==> src/rtl/eth_rx_ctrl.sv <==
// Ethernet RX sequencer: launches the receiver, buffers payload speculatively and commits or rolls back per frame.
// Payload appears on m_* one cycle after commit; m_ready stalls reads only. Optional ETH_RX_CTRL_STATS_EN adds frame counters.
module eth_rx_ctrl #(
   parameter int DEPTH      = 64,
   parameter int TIMEOUT    = 4096,
   parameter int RST_CYCLES = 2
) (
   input  logic       clk,
   input  logic       rst_n,
   input  logic       line_sof,
   output logic       rx_start,
   output logic       rx_rst,
   input  logic       rx_rdy,
   input  logic       rx_vld,
   input  logic [7:0] rx_out,
   output logic [7:0] m_data,
   output logic       m_last,
   output logic       m_valid,
   input  logic       m_ready,
   output logic       busy,
   output logic       frame_ok,
   output logic       frame_drop
`ifdef ETH_RX_CTRL_STATS_EN
   ,
   input  logic        cnt_clr,
   output logic [15:0] cnt_ok,
   output logic [15:0] cnt_drop,
   output logic [15:0] cnt_timeout
`endif
);
   localparam int AW = $clog2(DEPTH);
   localparam int TW = $clog2(TIMEOUT + 1);
   localparam int RW = $clog2(RST_CYCLES + 1);
   localparam logic [AW:0]   CAP      = (AW + 1)'(DEPTH - 1);
   localparam logic [TW-1:0] TO_LAST  = TW'(TIMEOUT - 1);
   localparam logic [RW-1:0] RST_LAST = RW'(RST_CYCLES - 1);

   typedef enum logic [2:0] {IDLE, START, RECV, EVAL, ABORT} state_t;

   state_t        state_q, state_d;
   logic [15:0]   cnt_q, cnt_d, len_q, len_d;
   logic [TW-1:0] cyc_q, cyc_d;
   logic [RW-1:0] rcnt_q, rcnt_d;
   logic          prev_vld_q, prev_vld_d, rdy_prev_q, rdy_prev_d, ovf_q, ovf_d;
   logic [7:0]    prev_out_q, prev_out_d;
   logic [AW:0]   spec_wptr_q, spec_wptr_d, cwptr_q, cwptr_d, rptr_q, rptr_d;
   logic          wr_en, frame_end;
   logic [8:0]    wr_dat, rd_word;
   logic [16:0]   idx17, len17;
   logic [AW:0]   occ;
   logic [8:0]    mem [DEPTH];

   assign frame_end = rx_rdy & ~rdy_prev_q;
   assign idx17     = {1'b0, cnt_q};
   assign len17     = {1'b0, len_q};
   // Occupancy counts speculative entries too, so an uncommitted frame cannot overrun unread data.
   assign occ       = spec_wptr_q - rptr_q;
   assign rd_word   = mem[rptr_q[AW-1:0]];
   assign m_valid   = (rptr_q != cwptr_q);
   assign m_data    = m_valid ? rd_word[7:0] : 8'h00;
   assign m_last    = m_valid & rd_word[8];
   assign busy      = (state_q != IDLE);

   always_comb begin
      state_d     = state_q;
      cnt_d       = cnt_q;
      len_d       = len_q;
      cyc_d       = cyc_q;
      rcnt_d      = rcnt_q;
      prev_vld_d  = prev_vld_q;
      prev_out_d  = prev_out_q;
      rdy_prev_d  = rx_rdy;
      ovf_d       = ovf_q;
      spec_wptr_d = spec_wptr_q;
      cwptr_d     = cwptr_q;
      rptr_d      = (m_valid & m_ready) ? rptr_q + 1'b1 : rptr_q;
      wr_en       = 1'b0;
      wr_dat      = 9'h000;
      rx_start    = 1'b0;
      rx_rst      = 1'b0;
      frame_ok    = 1'b0;
      frame_drop  = 1'b0;
      case (state_q)
         IDLE: begin
            ovf_d = 1'b0;
            if (line_sof & rx_rdy) begin
               state_d    = START;
               cnt_d      = 16'h0000;
               len_d      = 16'h0000;
               cyc_d      = '0;
               prev_vld_d = 1'b0;
               prev_out_d = 8'h00;
            end
         end
         START: begin
            rx_start = 1'b1;
            state_d  = RECV;
         end
         RECV: begin
            cyc_d = cyc_q + 1'b1;
            if (frame_end) begin
               state_d = EVAL;
            end else if (cyc_q == TO_LAST) begin
               state_d = ABORT;
               rcnt_d  = '0;
            end else begin
               prev_vld_d = rx_vld;
               prev_out_d = rx_out;
               if (rx_vld) begin
                  if (cnt_q != 16'hFFFF) cnt_d = cnt_q + 16'd1;
                  if (cnt_q == 16'd0) begin
                     len_d[15:8] = rx_out;
                  end else if (cnt_q == 16'd1) begin
                     len_d[7:0] = rx_out;
                  end else if ((idx17 - 17'd2) < len17) begin
                     if (ovf_q || occ == CAP) begin
                        ovf_d = 1'b1;
                     end else begin
                        wr_en       = 1'b1;
                        wr_dat      = {(idx17 == len17 + 17'd1), rx_out};
                        spec_wptr_d = spec_wptr_q + 1'b1;
                     end
                  end
               end
            end
         end
         EVAL: begin
            state_d = IDLE;
            // Length octets + payload + 4 trailer octets, the last of which is the status.
            if (prev_vld_q && prev_out_q == 8'h00 && idx17 == len17 + 17'd6 && !ovf_q) begin
               frame_ok = 1'b1;
               cwptr_d  = spec_wptr_q;
            end else begin
               frame_drop  = 1'b1;
               spec_wptr_d = cwptr_q;
            end
         end
         ABORT: begin
            rx_rst      = 1'b1;
            frame_drop  = (rcnt_q == '0);
            spec_wptr_d = cwptr_q;
            rcnt_d      = rcnt_q + 1'b1;
            if (rcnt_q == RST_LAST) state_d = IDLE;
         end
         default: state_d = IDLE;
      endcase
   end

   always_ff @(posedge clk or negedge rst_n) begin
      if (!rst_n) begin
         state_q     <= IDLE;
         cnt_q       <= 16'h0000;
         len_q       <= 16'h0000;
         cyc_q       <= '0;
         rcnt_q      <= '0;
         prev_vld_q  <= 1'b0;
         prev_out_q  <= 8'h00;
         rdy_prev_q  <= 1'b0;
         ovf_q       <= 1'b0;
         spec_wptr_q <= '0;
         cwptr_q     <= '0;
         rptr_q      <= '0;
      end else begin
         state_q     <= state_d;
         cnt_q       <= cnt_d;
         len_q       <= len_d;
         cyc_q       <= cyc_d;
         rcnt_q      <= rcnt_d;
         prev_vld_q  <= prev_vld_d;
         prev_out_q  <= prev_out_d;
         rdy_prev_q  <= rdy_prev_d;
         ovf_q       <= ovf_d;
         spec_wptr_q <= spec_wptr_d;
         cwptr_q     <= cwptr_d;
         rptr_q      <= rptr_d;
      end
   end

   // Payload storage holds no reset state; m_data is masked while empty.
   always_ff @(posedge clk) begin
      if (wr_en) mem[spec_wptr_q[AW-1:0]] <= wr_dat;
   end

`ifdef ETH_RX_CTRL_STATS_EN
   logic [15:0] cnt_ok_q, cnt_ok_d, cnt_drop_q, cnt_drop_d, cnt_to_q, cnt_to_d;
   logic        abort_entry;

   assign abort_entry = (state_q == ABORT) && (rcnt_q == '0);
   assign cnt_ok      = cnt_ok_q;
   assign cnt_drop    = cnt_drop_q;
   assign cnt_timeout = cnt_to_q;

   always_comb begin
      cnt_ok_d   = cnt_ok_q;
      cnt_drop_d = cnt_drop_q;
      cnt_to_d   = cnt_to_q;
      if (cnt_clr) begin
         cnt_ok_d   = 16'h0000;
         cnt_drop_d = 16'h0000;
         cnt_to_d   = 16'h0000;
      end else begin
         if (frame_ok && cnt_ok_q != 16'hFFFF)     cnt_ok_d   = cnt_ok_q + 16'd1;
         if (frame_drop && cnt_drop_q != 16'hFFFF) cnt_drop_d = cnt_drop_q + 16'd1;
         if (abort_entry && cnt_to_q != 16'hFFFF)  cnt_to_d   = cnt_to_q + 16'd1;
      end
   end

   always_ff @(posedge clk or negedge rst_n) begin
      if (!rst_n) begin
         cnt_ok_q   <= 16'h0000;
         cnt_drop_q <= 16'h0000;
         cnt_to_q   <= 16'h0000;
      end else begin
         cnt_ok_q   <= cnt_ok_d;
         cnt_drop_q <= cnt_drop_d;
         cnt_to_q   <= cnt_to_d;
      end
   end
`endif
endmodule

==> config.mk <==
export PLATFORM = sky130hd
export DESIGN_NAME = eth_rx_ctrl
export DESIGN_NICKNAME = d
export VERILOG_FILES = /design/src/rtl/eth_rx_ctrl.sv
export SDC_FILE = /design/constraint.sdc
export NUM_CORES = 1
export LEC_CHECK = 0
export CORE_ASPECT_RATIO = 0.75
export CORE_MARGIN = 2
export CORE_UTILIZATION = 35
export DETAILED_ROUTE_END_ITERATION = 12
export HOLD_SLACK_MARGIN = 0.05
export PLACE_DENSITY = 0.59
export SYNTH_ARGS = -nofsm -noshare
export SYNTH_HDL_FRONTEND = slang
export SYNTH_SLANG_ARGS = --single-unit
export TNS_END_PERCENT = 5
==> constraint.sdc <==
create_clock -name clk -period 8.43 [get_ports clk]
set_input_delay 0.843 -clock clk [delete_from_list [all_inputs] [get_ports clk]]
set_output_delay 0.843 -clock clk [all_outputs]
set_load 0.02 [all_outputs]
==> flow_summary.ini, run 1 <==
[placement]
port_buffers = 28
dp_slack_ps = 2453
place.gp.congestion = 0.8576
placed_area_um2 = 29980
dp_hpwl_mm = 46.14
placed_cells = 2599

[drt]
routedWlPerCell_um = 26.63
routed_wl_mm = 72.66
viasPerCell = 5.639
drt-initial-drc-count = 1741
drc = 0
antenna_left = 0
dr.pass1.iters = 6
num_vias = 15380

[die]
io_pins = 29
start_util = 0.3524
die-height_um = 250.1
coreArea_um2 = 80180
die_w_um = 332.1
placementRows = 90
die-area_um2 = 83040

[yosys]
synth_area_um2 = 28250
syn-instance-count = 1587
yosys-top-cells-count = edfxtp_1 (576), mux4_2 (189), dfrtp_1 (82)
synth_area_leaders = edfxtp_1 (61%), mux4_2 (15%), dfrtp_1 (7.3%), ha_1 (1.5%), mux2_2 (1.2%)
synthesis.nets = 1637
synth-seq-area-share = 0.6848
synth_area_leader_cell = edfxtp_1
ys.flop_type = edfxtp_1
synth.distinct_cells = 69
synth_top_area_share = 0.6122
async_flop_share = 0.1246
synth-seq-cells = 658
synth_edf_count = 576
syn_area_per_cell_um2 = 17.80
yosysWarnings = 0
synth_most_common_cell = edfxtp_1

[power]
p_total_mw = 9.215
cellLeakagePower_nw = 9.266
powerDensity_nw_per_um2 = 285.8
irDropWorstVdd_mv = 0.2212

[final_layout]
final_cells = 2728
nFillCells = 7154
n_antenna_cell = 0
final_area_um2 = 32240
utilization = 0.4021
num-nets-final = 1665
syn_to_final_growth_pct = 14.10
drive_above_1_share = 0.2545

[timing]
period_share = 0.7182
max-slew-margin-rel = 0.07467
timing.hold.ws_ps = 239.1
rsz0062_at_grt = false
finalSetupViolCount = 0
finalWorstSetupSlack_ps = 2376
max_freq_mhz = 165.2
fin_skew_ps = 20.51
hold_viol_final = 0
maxSlewViolCount = 0
fin_tns_setup_ps = 0
worst_slew_pin_slew_ps = 1377
period_needed_ps = 6054

[setup_path]
crit_chain = buf_4, mux4_2, mux4_2, mux4_2, nor2b_1, clkdlybuf4s50_1
reg2reg_from = cnt_q[4]
worst-setup-path-type = flop to output pin
arrival_ps = 5210
r2r_end = mem[47][8]
cp-start-kind = flop
cp_max_fo = 76
worst-r2r-setup-slack_ps = 2400
crit_slowest_cell = dfrtp_4
setup.worst_path.end_class = output pin
crit_required_ps = 7590
reg2regPathDepth = 13
cp_slowest_stage_delay_ps = 1180
cpMostUsedCell = mux4_2

[global_route]
grt-ovfl-total = 0
grt_max_degree = 77
grt_pass1_wl_mm = 107.6
grt_pass1_vias = 15310
antenna_found_initial = 5
grt_usage = 0.1756

[clock_tree]
cts.repair.resized = 0
cts_tree = built
htree_num_levels = 3
clkLatencyLatePin_ps = 620
numCtsBuffers = 71
post-cts-setup-buffers = 0
clkTransAtPathRegs_ps = 60
root_buffer = clkbuf_16
clock_sinks = 658
cts_buffer_depth = 3
cts_hold_buf = 0

[worst_hold_path]
hp-class = input port to asynchronous set/reset pin

[status]
outcome = completed

[job]
cap_violations = 0
critical path: cells and delay by family (launching register included):
family | cells | cell delay [ps]
AND/OR/NAND/NOR | 1 | 250
multiplexers | 3 | 1520
buffers and inverters | 2 | 1500
flip-flops | 1 | 1180
state kept, by name, indices dropped and copies added, names as in the netlist, 2 cells and up:
| register | cells |
|---|---|
| mem | 576 |
| cnt_q | 16 |
| len_q | 16 |
| cyc_q | 13 |
| prev_out_q | 8 |
| cwptr_q | 7 |
| rptr_q | 7 |
| spec_wptr_q | 7 |
| state_q | 3 |
| rcnt_q | 2 |
power by group:
part | total, mW | switching (mW) | internal, mW
logic | 2.32 | 1.30 | 1.02
registers | 3.88 | 0.301 | 3.58
clock network | 3.01 | 1.30 | 1.72
total | 9.22 | 2.89 | 6.32
final cells by class:
type                            count  area, um2  area share
Sequential cell                   658      19360      0.6006
Clock buffer                       88       1871     0.05802
Clock inverter                     40      371.6     0.01153
Multi-Input combinational cell    781       8631      0.2677
Tap cell                         1058       1324     0.04106
Inverter                           46      172.7    0.005356
Timing Repair Buffer               57      508.0     0.01576
cell families after synthesis:
logic type               synth area share
AND/OR/NAND/NOR                   0.06231
buffers and inverters             0.02179
XOR/XNOR                          0.02139
adder cells (fa/ha/maj)           0.01621
AO/OA/AOI/OAI                     0.03016
flip-flops                         0.6848
multiplexers                       0.1634
worst max path at each step:
stage,slack (ps),from,cells past startpoint,endpoint
after floorplan,640,cnt_q[8],14,mem[0][8]
after global placement,2530,cnt_q[4],13,mem[21][3]
after detailed placement,2450,cnt_q[8],13,mem[21][4]
after CTS,2330,rptr_q[1],6,m_last
after global routing,2000,cnt_q[4],13,mem[47][8]
final,2380,rptr_q[1],6,m_data[7]
placed cells by master, fill, tap and decap left out, types with 9 or more instances in the layout:
cell type	count
a21oi_1	20
and3_1	9
buf_4	28
clkbuf_1	14
clkbuf_16	71
clkdlybuf4s50_1	27
clkinv_1	10
clkinv_2	11
dfrtp_1	78
edfxtp_1	576
ha_1	35
inv_1	45
mux2_2	31
mux4_2	189
nand2_1	55
nand3_1	30
nand4_1	20
nor2_1	64
nor2b_1	13
nor3_1	18
nor4_1	12
nor4_2	42
o21ai_0	39
or3_1	11
xnor2_1	34
xor2_1	35
routing by layer:
| layer | share of wire | track usage | wire length [um] | up-vias |
|---|---|---|---|---|
| met5 | 0.00029 | 0 | 21 | - |
| met4 | 0.018 | 0.04091 | 1327 | 4 |
| met3 | 0.096 | 0.04877 | 6969 | 93 |
| met2 | 0.44 | 0.2534 | 32030 | 658 |
| met1 | 0.44 | 0.2628 | 32310 | 8171 |
| li1 | - | - | - | 6456 |
(Power assumes the default switching activity.)
==> inputs of run 2 (changes only) <==
--- a/config.mk
+++ b/config.mk
@@ -10,7 +10,7 @@
 export CORE_UTILIZATION = 35
 export DETAILED_ROUTE_END_ITERATION = 12
 export HOLD_SLACK_MARGIN = 0.05
-export PLACE_DENSITY = 0.59
+export PLACE_DENSITY = 0.61
 export SYNTH_ARGS = -nofsm -noshare
 export SYNTH_HDL_FRONTEND = slang
 export SYNTH_SLANG_ARGS = --single-unit
==> constraint.sdc (replaced) <==
create_clock -name clk -period 5.35 [get_ports clk]
set_input_delay 0.535 -clock clk [delete_from_list [all_inputs] [get_ports clk]]
set_output_delay 0.535 -clock clk [all_outputs]
set_load 0.02 [all_outputs]
==> run 2 against run 1 <==
Net effect: clock skew increased by 14 ps; critical path depth increased by 9; register-to-register slack worse by 2200 ps; critical path type is now flop to flop; die area stayed put; flip-flop and latch count is the same; design area rose by 2.0%; sequential share of layout area shrank 1.2 points; routed wire length fell by 1.4%; setup slack got worse by 2100 ps; first-iteration DRC count increased by 12%; sequential power increased by 53%.
==> flow_summary.ini, run 2 (synthesized netlist as in run 1, its figures left out) <==
[placement]
dp_hpwl_mm = 44.50
placed_cells = 2672
placed_area_um2 = 30670
port_buffers = 28
place.gp.congestion = 0.8735

[timing]
period_share = 0.9561
max_freq_mhz = 195.5
finalSetupViolCount = 0
fin_skew_ps = 34.84
rsz0062_at_grt = false
max-slew-margin-rel = 0.2638
worst_slew_pin_slew_ps = 1104
maxSlewViolCount = 0
period_needed_ps = 5115
hold_viol_final = 0

[setup_path]
r2r_end = mem[48][3]
setup.worst_path.end_class = flop
cp-start-kind = flop
reg2reg_from = cnt_q[8]
arrival_ps = 5430
crit_required_ps = 5660
worst-r2r-setup-slack_ps = 240
worst-setup-path-type = flop to flop
reg2regPathDepth = 15
cp_max_fo = 29

[clock_tree]
cts_tree = built
post-cts-setup-buffers = 0
clkTransAtPathRegs_ps = 60
numCtsBuffers = 69
clock_sinks = 658
cts_buffer_depth = 3
htree_num_levels = 3
clkLatencyLatePin_ps = 620
root_buffer = clkbuf_16

[die]
die-height_um = 250.1
io_pins = 29
die_w_um = 332.1
start_util = 0.3524
coreArea_um2 = 80180
die-area_um2 = 83040
placementRows = 90

[power]
power_switching_mw = 4.537
irDropWorstVdd_mv = 0.3631
comb_power_share = 0.268
clockPowerShare = 0.323
switching_share = 0.3123
cellLeakagePower_nw = 9.650
p_seq_frac = 0.408
powerDensity_nw_per_um2 = 442.0
p_int_mw = 9.992

[drt]
dr.pass1.iters = 6
drt-initial-drc-count = 1947
viasPerCell = 5.578
num_vias = 15580
routed_wl_mm = 71.67
routedWlPerCell_um = 25.66
antenna_left = 0
drc = 0

[final_layout]
nFillCells = 7097
syn_to_final_growth_pct = 16.34
layout_common_cells = edfxtp_1 (576), mux4_2 (189), buf_4 (89), dfrtp_1 (78), clkbuf_16 (69)
num-nets-final = 1735
largest_reg_flops = 576
n_antenna_cell = 0
final_cells = 2793
drive_above_1_share = 0.2801
mostFrequentLayoutCell = edfxtp_1
final_area_um2 = 32870

[global_route]
grtUsageMet3 = 0.03507
top_usage_layer = met1
grtUsageMet1 = 0.2671
grt_pass1_wl_mm = 107.6
antenna_found_initial = 2
grt_use_met2 = 0.2507
grt-ovfl-total = 0
grt_max_degree = 148
grt_pass1_vias = 15460
grt_usage = 0.1733

[status]
outcome = completed

[worst_hold_path]
hp-class = input port to asynchronous set/reset pin

[job]
cap_violations = 0
[run 2: cell types whose count changed in the layout (fill, tap and decap cells not counted), sizes merged]
cell / previous run / this run
clkinvlp: 2 / 4
inv: 50 / 49
clkbuf: 89 / 81
buf: 29 / 102
bufinv: 4 / 6
clkinv: 30 / 27
[run 2: worst max-delay path by stage]
| stage | from | endpoint | slack, ps | depth (start not counted) |
|---|---|---|---|---|
| finish | cnt_q[8] | mem[48][3] | 240 | 15 |
| global route | cnt_q[8] | mem[48][3] | 30 | 15 |
| CTS | cnt_q[4] | mem[48][3] | 350 | 15 |
| detailed placement | cnt_q[4] | mem[48][7] | 380 | 15 |
| global placement | cnt_q[4] | mem[48][5] | 510 | 15 |
| floorplan | cnt_q[8] | mem[0][0] | -80 | 14 |
[run 2: routing by layer]
layer | routed length [um] | vias to the layer above
li1 | - | 6594
met1 | 32630 | 8168
met2 | 31360 | 724
met3 | 6273 | 94
met4 | 1410 | 0
met5 | 0 | -
[run 2: through the flow]
step             util  hold WS [ps]  TNS [ps]  total power [mW]  worst slack (ps)
2_1_floorplan       -         239.4    -42740             8.648            -83.47
3_3_place_gp   0.3825         461.9         0             9.903             509.8
3_5_place_dp   0.3825         484.8         0             9.945             377.7
4_1_cts        0.4099         156.8         0             14.63             348.2
5_1_grt        0.4100         212.4         0             15.12             31.09
6_report       0.4100         138.4         0             14.53             235.0
[run 2: power groups by stage]
| stage | clock network, mW | logic (mW) | registers, mW |
|---|---|---|---|
| finish | 4.69 | 3.90 | 5.93 |
| global route | 5.00 | 4.16 | 5.96 |
| CTS | 4.78 | 3.93 | 5.93 |
| detailed placement | 0 | 3.91 | 6.03 |
| global placement | 0 | 3.87 | 6.03 |
| floorplan | 0 | 2.81 | 5.83 |
[run 2: timing repair]
item / 4_1_cts / 5_1_grt
hold buffers: 0 / 0
setup endpoints to repair: 0 / 35
hold endpoints to repair: 0 / 0
resized for setup: 0 / 1
[run 2: critical path, stage by stage (launching register included)]
cell and delay (ps):
dfrtp_1 550, or4_1 640, or3_1 370, nor2_1 170
xor2_1 240, ha_1 290, o21a_1 120, o211ai_1 240
o21ai_1 140, or3_1 390, a21oi_1 150, buf_4 170
nand2_4 320, buf_4 360, nor4_1 430, buf_4 230
[run 2: cell type report]
cell class	count	area (um2)	area share
clock inverters	40	422.9	0.01287
repair buffers	129	1199	0.03646
clock buffers	81	1772	0.05390
well taps	1058	1324	0.04027
flip-flops and latches	658	19360	0.5889
multi-input cells	781	8623	0.2623
inverters	46	172.7	0.005253
==> inputs of run 3 (changes only) <==
--- a/config.mk
+++ b/config.mk
@@ -10,7 +10,7 @@
 export CORE_UTILIZATION = 35
 export DETAILED_ROUTE_END_ITERATION = 12
 export HOLD_SLACK_MARGIN = 0.05
-export PLACE_DENSITY = 0.61
+export PLACE_DENSITY = 0.59
 export SYNTH_ARGS = -nofsm -noshare
 export SYNTH_HDL_FRONTEND = slang
 export SYNTH_SLANG_ARGS = --single-unit
==> constraint.sdc (replaced) <==
create_clock -name clk -period 5.3 [get_ports clk]
set_input_delay 0.53 -clock clk [delete_from_list [all_inputs] [get_ports clk]]
set_output_delay 0.53 -clock clk [all_outputs]
set_load 0.02 [all_outputs]
==> run 3 against run 2 <==
Net effect: cell count up 0.36%; critical path depth down 9; clock power up 4.7%; core utilization up 0.15 points; register-to-register slack better by 240 ps; design area up 0.38%; setup slack better by 220 ps; non-clock buffer count up 6; sequential share of layout area down 0.21 points; highest routed layer unchanged.
==> flow_summary.ini, run 3 (synthesized netlist as in run 1, its figures left out) <==
[final_layout]
mostFrequentLayoutCell = edfxtp_1
multiInputGateArea_um2 = 8623
num-nets-final = 1741
utilization = 0.4115
syn_to_final_growth_pct = 16.78
final_area_um2 = 33000
layout_common_cells = edfxtp_1 (576), mux4_2 (189), buf_4 (95), dfrtp_1 (78), clkbuf_16 (69)
regArea_um2 = 19360
drive_above_1_share = 0.2833
largest_reg_flops = 576
nFillCells = 7062
final_cells = 2803

[clock_tree]
cts.repair.resized = 0
cts_tree = built
numCtsBuffers = 69
htree_num_levels = 3
clkLatencyLatePin_ps = 630
post-cts-setup-buffers = 0
clkTransAtPathRegs_ps = 60
clock_sinks = 658
root_buffer = clkbuf_16
cts_buffer_depth = 3

[placement]
placed_cells = 2677
dp_slack_ps = 595.1
place.gp.congestion = 0.8767
placed_area_um2 = 30700
port_buffers = 28
dp_hpwl_mm = 44.87

[timing]
worst_slew_pin_slew_ps = 889.8
finalWorstSetupSlack_ps = 456.6
finalSetupViolCount = 0
hold_viol_final = 0
period_needed_ps = 4843
fin_skew_ps = 27.61
period_share = 0.9139
maxSlewViolCount = 0
max_freq_mhz = 206.5
fin_tns_setup_ps = 0
max-slew-margin-rel = 0.4046
rsz0062_at_grt = false

[die]
io_pins = 29
placementRows = 90
die_w_um = 332.1
die-height_um = 250.1
die-area_um2 = 83040
start_util = 0.3524
coreArea_um2 = 80180

[global_route]
grt_pass1_wl_mm = 106.6
grt_max_degree = 75
antenna_found_initial = 3
grt_pass1_vias = 15370
grt_usage = 0.1725
grt-ovfl-total = 0

[worst_hold_path]
hp-class = input port to asynchronous set/reset pin

[drt]
viasPerCell = 5.558
routedWlPerCell_um = 25.58
drc = 0
dr.pass1.iters = 5
antenna_left = 0
routed_wl_mm = 71.71
num_vias = 15580
drt-initial-drc-count = 2014

[power]
power_switching_mw = 4.563
comb_power_share = 0.262
irDropWorstVdd_mv = 0.3424
switching_share = 0.3083
clockPowerShare = 0.332
powerDensity_nw_per_um2 = 448.5
cellLeakagePower_nw = 9.706
p_int_mw = 10.24
p_seq_frac = 0.406

[setup_path]
cp_max_fo = 54
worst-r2r-setup-slack_ps = 480
worst-setup-path-type = flop to output pin
arrival_ps = 4310
cp_slowest_stage_delay_ps = 680
crit_required_ps = 4770
setup.worst_path.end_class = output pin
cp-start-kind = flop
crit_slowest_cell = buf_4
cpMostUsedCell = mux4_2
crit_chain = buf_4, mux4_2, mux4_2, mux4_2, nor2b_1, clkdlybuf4s50_1

[job]
cap_violations = 0

[status]
outcome = completed
[run 3: final cells by class]
| class | count | area share |
|---|---|---|
| Sequential cell | 658 | 0.5868 |
| Multi-Input combinational cell | 781 | 0.2613 |
| Clock buffer | 84 | 0.05404 |
| Tap cell | 1058 | 0.04012 |
| Timing Repair Buffer | 135 | 0.03739 |
| Clock inverter | 40 | 0.01502 |
| Inverter | 46 | 0.005233 |
| Antenna cell | 1 | 0.00007584 |
[run 3: worst paths after layout]
| kind | startpoint | to | cells past startpoint |
|---|---|---|---|
| setup / recovery | rptr_q[1] | m_data[7] | 6 |
| hold / removal | rst_n | prev_out_q[2] | 2 |
| setup reg to reg | cnt_q[4] | mem[62][8] | 15 |
| hold reg to reg | cyc_q[6] | cyc_q[6] | 1 |
| max in group asynchronous | rst_n | spec_wptr_q[1] | 3 |
| min in group clk | cyc_q[6] | cyc_q[6] | 1 |
[run 3: repair_timing]
item / 4_1_cts / 5_1_grt
setup endpoints to repair: 0 / 0
hold buffers: 1 / 0
endpoints found under the hold margin: 25 / 0
[run 3: layer usage]
metal / track usage / vias up / wire length [um]
met5: 0 / - / 0
met4: 0.04156 / 0 / 1290
met3: 0.03244 / 83 / 6130
met2: 0.2472 / 739 / 31130
met1: 0.2695 / 8154 / 33150
li1: - / 6603 / -
[run 3: power by group through the flow]
stage               clock network (mW)  registers [mW]  logic, mW
floorplan                            0            5.89       2.84
global placement                     0            6.11       3.89
detailed placement                   0            6.11       3.90
CTS                               4.99            6.00       3.92
global route                      5.21            6.04       4.16
finish                            4.91            6.01       3.87
[run 3: worst max-delay path: cells and delay by family, from the launching register on]
| family | cells | cell delay, ps |
|---|---|---|
| buf+inv | 2 | 1220 |
| flops | 1 | 640 |
| mux | 3 | 1540 |
| simple gates | 1 | 180 |
[run 3: through the flow]
stage | hold slack [ps] | power, mW
6_report | 369.1 | 14.80
5_1_grt | 384.2 | 15.41
4_1_cts | 348.1 | 14.91
3_5_place_dp | 460.4 | 10.01
3_3_place_gp | 449.3 | 9.995
2_1_floorplan | 234.4 | 8.730
